===== src/rtl/fetch_sequencer.sv =====
// Instruction fetch/issue sequencer for a 16-word program ROM.
// Fetches one word per visit to FETCH and holds it in ISSUE until the datapath accepts it.
module fetch_sequencer #(
    parameter bit LOOP = 1'b1
) (
    input  logic        clk,
    input  logic        rst_n,
    input  logic        run,
    input  logic        step,
    input  logic        restart,
    output logic [3:0]  rom_addr,
    input  logic [15:0] rom_data,
    output logic        issue_valid,
    input  logic        issue_ready,
    output logic [3:0]  issue_op,
    output logic [2:0]  issue_rd,
    output logic [7:0]  issue_imm,
    output logic [3:0]  issue_pc,
    output logic        halted,
    output logic        wrap
);

    typedef enum logic [1:0] {
        IDLE,
        FETCH,
        ISSUE,
        HALT
    } state_t;

    state_t      state;
    logic [3:0]  pc;
    logic [15:0] ir;
    logic        single_step;
    logic        handshake;
    logic        unused_ir_bit;

    assign rom_addr      = pc;
    assign handshake     = issue_valid & issue_ready;
    assign issue_op      = ir[15:12];
    assign issue_rd      = ir[11:9];
    assign issue_imm     = ir[7:0];
    assign unused_ir_bit = ir[8];

    // restart overrides every state; wrap is a single-cycle pulse so it defaults low each edge
    always_ff @(posedge clk or negedge rst_n) begin
        if (!rst_n) begin
            state       <= IDLE;
            pc          <= 4'd0;
            ir          <= 16'd0;
            issue_pc    <= 4'd0;
            issue_valid <= 1'b0;
            single_step <= 1'b0;
            halted      <= 1'b0;
            wrap        <= 1'b0;
        end else begin
            wrap <= 1'b0;
            if (restart) begin
                state       <= IDLE;
                pc          <= 4'd0;
                issue_valid <= 1'b0;
                single_step <= 1'b0;
                halted      <= 1'b0;
            end else begin
                case (state)
                    IDLE: begin
                        if (run || step) begin
                            state       <= FETCH;
                            single_step <= step;
                        end
                    end
                    FETCH: begin
                        ir          <= rom_data;
                        issue_pc    <= pc;
                        issue_valid <= 1'b1;
                        state       <= ISSUE;
                    end
                    ISSUE: begin
                        if (handshake) begin
                            issue_valid <= 1'b0;
                            if (pc == 4'd15 && !LOOP) begin
                                state  <= HALT;
                                halted <= 1'b1;
                            end else begin
                                pc   <= pc + 4'd1;
                                wrap <= (pc == 4'd15) && LOOP;
                                if (single_step || !run) begin
                                    state       <= IDLE;
                                    single_step <= 1'b0;
                                end else begin
                                    state <= FETCH;
                                end
                            end
                        end
                    end
                    HALT: begin
                        halted      <= 1'b1;
                        issue_valid <= 1'b0;
                    end
                    default: state <= IDLE;
                endcase
            end
        end
    end

endmodule

===== config.mk =====
export PLATFORM = sky130hd
export DESIGN_NAME = fetch_sequencer
export DESIGN_NICKNAME = d
export VERILOG_FILES = /design/src/rtl/fetch_sequencer.sv
export SDC_FILE = /design/constraint.sdc
export NUM_CORES = 1
export LEC_CHECK = 0
export ABC_AREA = 0
export CAP_MARGIN = 30
export CORE_MARGIN = 2
export CORE_UTILIZATION = 43
export DETAILED_ROUTE_END_ITERATION = 12
export PLACE_DENSITY = 0.81
export SYNTH_ARGS = -nofsm -noshare
export SYNTH_HDL_FRONTEND = slang
export SYNTH_SLANG_ARGS = --single-unit

===== constraint.sdc =====
create_clock -name clk -period 1.9 [get_ports clk]
set_input_delay 0.38 -clock clk [delete_from_list [all_inputs] [get_ports clk]]
set_output_delay 0.38 -clock clk [all_outputs]
set_load 0.01 [all_outputs]

Word level (Yosys, flattened, before mapping)
Index checks and enable logic that the tools add are counted.

Multiplexer cells: 21. Bitwise logic cells: 2. Equal/unequal tests: 7. Add/sub/neg operators: 1. Reduce and logical (&&, ||, !) cells: 15.

Operators with widths (count): $mux 1 (12); $mux 4 (3); $ne 3x3->1 const B (3); $reduce_bool 4->1 (2); $mux 2 (3); $pmux 2 s3 (1); $reduce_and 2->1 (3); $reduce_bool 2->1 (3); $add 4x1->4 const B (1); $eq 2x2->1 const B (2); $eq 4x4->1 const B (1); $reduce_and 4->1 (1); $pmux 1 s3 (1); $reduce_and 3->1 (1); $reduce_bool 3->1 (1); $eq 2x1->1 const B (1); $logic_not 2->1 (1); $logic_or 1x1->1 (2); $pmux 1 s2 (1); $and 1x1->1 (1); $logic_not 1->1 (1); $not 1->1 (1).

Flip-flop bits (word level): 30. Bits of input ports: 22. Logic and storage cells: 54.

Logic depth before layout (Yosys ltp)
Gate-level depths: netlist (run 1).

Depth after elaboration: 6. Gate-level depth with buffers: 5. Mapped depth without buffers: 4.

Least setup slack after synthesis (run 1)
Ideal clock, no wire load.

Kind: register to register. Start point: reg state[1]. End point: reg ir[10]. Slack: 0.521 ns. Stages on the path, launching flop included: 6. Arrival time: 1.254 ns. Clock period less this slack: 1.379 ns. Setup time: 0.125 ns. Data required time: 1.775 ns. Cell sequence: dfrtp_1 > buf_4 > nor3b_2 > buf_6 > buf_12 > mux2_4.

Cells in the longest elaborated chain, start to end: 2.

Ends and longest elaborated chain: start, declared (line 30) `state_t state;`; start signal, assigned (line 47) `state <= IDLE;`; start signal, assigned (line 58) `state <= IDLE;`; start signal, assigned (line 67) `state <= FETCH;`; $eq 2x1->1 (line 64) `case (state)`; $reduce_and 2->1 (no source line); end signal, assigned (line 72) `ir <= rom_data;`; end, declared (line 32) `logic [15:0] ir;`.

Every way passes these cells. A chain may end at the register's enable or synchronous reset.

Worst setup path after layout (run 1)
Start point: reg issue_valid. End point: out issue_valid.

RTL lines: start, declared (line 13) `output logic issue_valid,`; start signal, assigned (line 51) `issue_valid <= 1'b0;`; start signal, assigned (line 60) `issue_valid <= 1'b0;`; start signal, assigned (line 74) `issue_valid <= 1'b1;`.

No word-level cell between the ends.

==> flow_summary.yaml, run 1 <==
outcome:
  outcome: "completed"
clock_tree:
  cts_tree: "done"
  cts-root-buf: "clkbuf_4"
  clk_path_buf_depth: 2
  clkLatencyLatePin_ns: 0.32
  clk_pin_slew_ns: 0.09
  cts_buffers: 5
  h-tree-depth: 2
  clock_sinks: 29
  post_cts_resized: 0
  cts_setup_buffers: 0
  hold_buffers: 0
die:
  die_h_um: 58.1
  io_pins: 48
  std_cell_rows: 19
  die_w_um: 58.1
  core_um2: 2760
  die_area_um2: 3380
  initial_core_util_pct: 45.6
routing:
  first_pass_iters: 4
  drc: 0
  drt-initial-drc-count: 27
  wl_um: 2390
  drt-vias-per-instance: 5.02
  wl_per_cell_um: 13.8
  ant_nets: 0
  num_vias: 868
setup_path:
  critPathMaxStageDelay_ns: 0.57
  cpLargestDelayFamily: "buffers and inverters"
  critPathMaxFanout: 5
  path_class: "reg -> out"
  crit_required_ns: 1.52
  slowest_stage: "clkdlybuf4s50_1"
  crit_buf_inv: 1
  crit_chain: "clkdlybuf4s50_1"
  crit_cells: 1
  critPathArrivalTime_ns: 1.35
  worstSetupEndpointType: "output port"
  timing.rr.start: "state[0]$_DFFE_PN0P_"
  r2r_end: "ir[0]$_DFFE_PN0P_"
  ff2ff_path_depth: 3
  cp-start-kind: "register"
  regToRegSetupSlack_ns: 0.42
timing:
  slew-limit-headroom_pct: 74.5
  hold_ws_ns: 0.432
  tns_ns: 0
  finalHoldViolCount: 0
  slew_violations: 0
  fmax_mhz: 578
  period_share_pct: 91.0
  tightest_slew_ns: 0.382
  period_needed_ns: 1.73
  postLayoutSetupSlackWorst_ns: 0.171
  rsz0062_at_grt: "false"
  fin_skew_ns: 0.00214
  setup_viol: 0
synthesis:
  yosysWarnings: 0
  ys_top_cells_by_area: "dfrtp_1 (58%), mux2_4 (12%), mux2_2 (8.1%)"
  syn-instance-count: 90
  syn_nets: 113
  ys_async_sr_fraction_pct: 100
  synth_ff_type: "dfrtp_1"
  synth_area_leader_cell: "dfrtp_1"
  synth_area_um2: 1260
  syn_avg_cell_area_um2: 14.0
  synth_top_area_share_pct: 57.7
  synth-seq-cells: 29
  yosysUniqueCellTypes: 27
  seq_area_frac_synth_pct: 57.7
  synth_edf_count: 0
cells_and_area:
  drive_above_1_share_pct: 22.5
  antenna_cells: 0
  layout.nets: 164
  area_delta_synth_final_pct: 44.2
  fin_util_pct: 65.8
power_and_ir_drop:
  vdd_drop_max_v: 0.000797
  power_density_nw_per_um2: 1010
  power.total_mw: 1.84
  leakage_nw: 0.800
placed_design:
  port_buffers: 46
  post-place-ws_ns: 0.113
  gp_congestion: 0.708
grt:
  grt_use_total_pct: 15.4
  grt_max_degree: 30
  grt_pass1_vias: 868
  overflow: 0
  antenna_found_initial: 0
  grt_pass1_wl_um: 3810
run:
  cap_violations: 0
min_path:
  worstHoldPathType: "in -> async"
## Yosys cell counts (all sizes together) (2+ instances only)
library cell	n
buf	4
or3	2
nor3	2
nor2	8
mux2	19
nand2	2
o21ai	5
dfrtp	29
a21oi	4
## cell type report
cell class	instances	area, µm²
flip-flops and latches	29	726
multi-input cells	55	482
well taps	31	38.8
clock inverters	1	5.00
fillers	214	942
repair buffers	49	495
clock buffers	7	65.1
inverters	1	3.75
## logic make-up after synthesis
family          after synthesis  synth area share, %
xor+xnor                      1                0.696
simple gates                 22                 10.6
mux                          20                 20.8
compound gates               11                 4.67
buf+inv                       6                 4.57
fa+ha+maj                     1                0.994
flops                        29                 57.7
## worst max-delay path by stage
stage                            start                 end  slack [ns]
2_1_floorplan     state[1]$_DFFE_PN0P_  ir[10]$_DFFE_PN0P_        0.52
3_3_place_gp                   restart   ir[1]$_DFFE_PN0P_        0.14
3_5_place_dp                   restart   ir[1]$_DFFE_PN0P_        0.11
4_1_cts        issue_valid$_DFFE_PN0P_         issue_valid        0.16
5_1_grt        rom_addr[2]$_DFFE_PN0P_         rom_addr[2]        0.13
6_report       issue_valid$_DFFE_PN0P_         issue_valid        0.17
## where the power goes
| part | internal (mW) | switching, mW | leakage, nW |
|---|---|---|---|
| sequential | 0.747 | 0.0793 | 0.369 |
| clock | 0.214 | 0.207 | 0.0413 |
| combinational | 0.401 | 0.188 | 0.389 |
## through the flow
stage          cell area, µm²  cells
2_1_floorplan            1260     90
3_3_place_gp             1750    165
3_5_place_dp             1750    165
4_1_cts                  1820    173
5_1_grt                  1820    173
6_report                 1820    173
## layer usage
metal	GRT usage, %	part of all wire [%]	up-vias
li1	-	-	422
met1	18.5	43	395
met2	24.5	46	44
met3	5.36	9.6	7
met4	7.97	2.2	0
met5	0	0	-
## state kept, by name, indices dropped and copies added, names as in the netlist
signal       count
halted           1
ir              15
issue_pc         4
issue_valid      1
rom_addr         4
single_step      1
state            2
wrap             1
## placed cells by master (no fill, tap or decap)
master / n
nand3b_1: 1
ha_1: 1
or3_1: 2
mux2i_1: 1
buf_4: 2
and3_1: 1
dfrtp_1: 29
clkinv_2: 1
nand2b_1: 1
clkbuf_4: 5
inv_1: 1
nor3b_4: 1
nor2_1: 8
mux2_2: 9
nand4_1: 1
nor2b_1: 1
nor3_1: 2
a21oi_1: 4
clkbuf_8: 2
mux2_4: 10
a31oi_1: 1
o21ai_0: 5
nand2_1: 2
clkdlybuf4s50_1: 46
nand3_1: 1
buf_12: 1
nand4b_4: 1
o21a_1: 1
xor2_1: 1
No activity file was read; power rests on OpenSTA's default activity.
==> run 2: changes to the inputs <==
--- a/config.mk
+++ b/config.mk
@@ -10,6 +10,7 @@
 export CORE_MARGIN = 2
 export CORE_UTILIZATION = 43
 export DETAILED_ROUTE_END_ITERATION = 12
+export HOLD_SLACK_MARGIN = 0.03
 export PLACE_DENSITY = 0.81
 export SYNTH_ARGS = -nofsm -noshare
 export SYNTH_HDL_FRONTEND = slang
==> results of run 2 <==
Same layout as run 1: the final DEF is identical, and so are final timing and power.
==> run 3: changes to the inputs <==
--- a/config.mk
+++ b/config.mk
@@ -9,6 +9,7 @@
 export CAP_MARGIN = 30
 export CORE_MARGIN = 2
 export CORE_UTILIZATION = 43
+export CTS_CLUSTER_DIAMETER = 150
 export DETAILED_ROUTE_END_ITERATION = 12
 export HOLD_SLACK_MARGIN = 0.03
 export PLACE_DENSITY = 0.81
==> results of run 3 <==
Same layout as run 1: the final DEF is identical, and so are final timing and power.
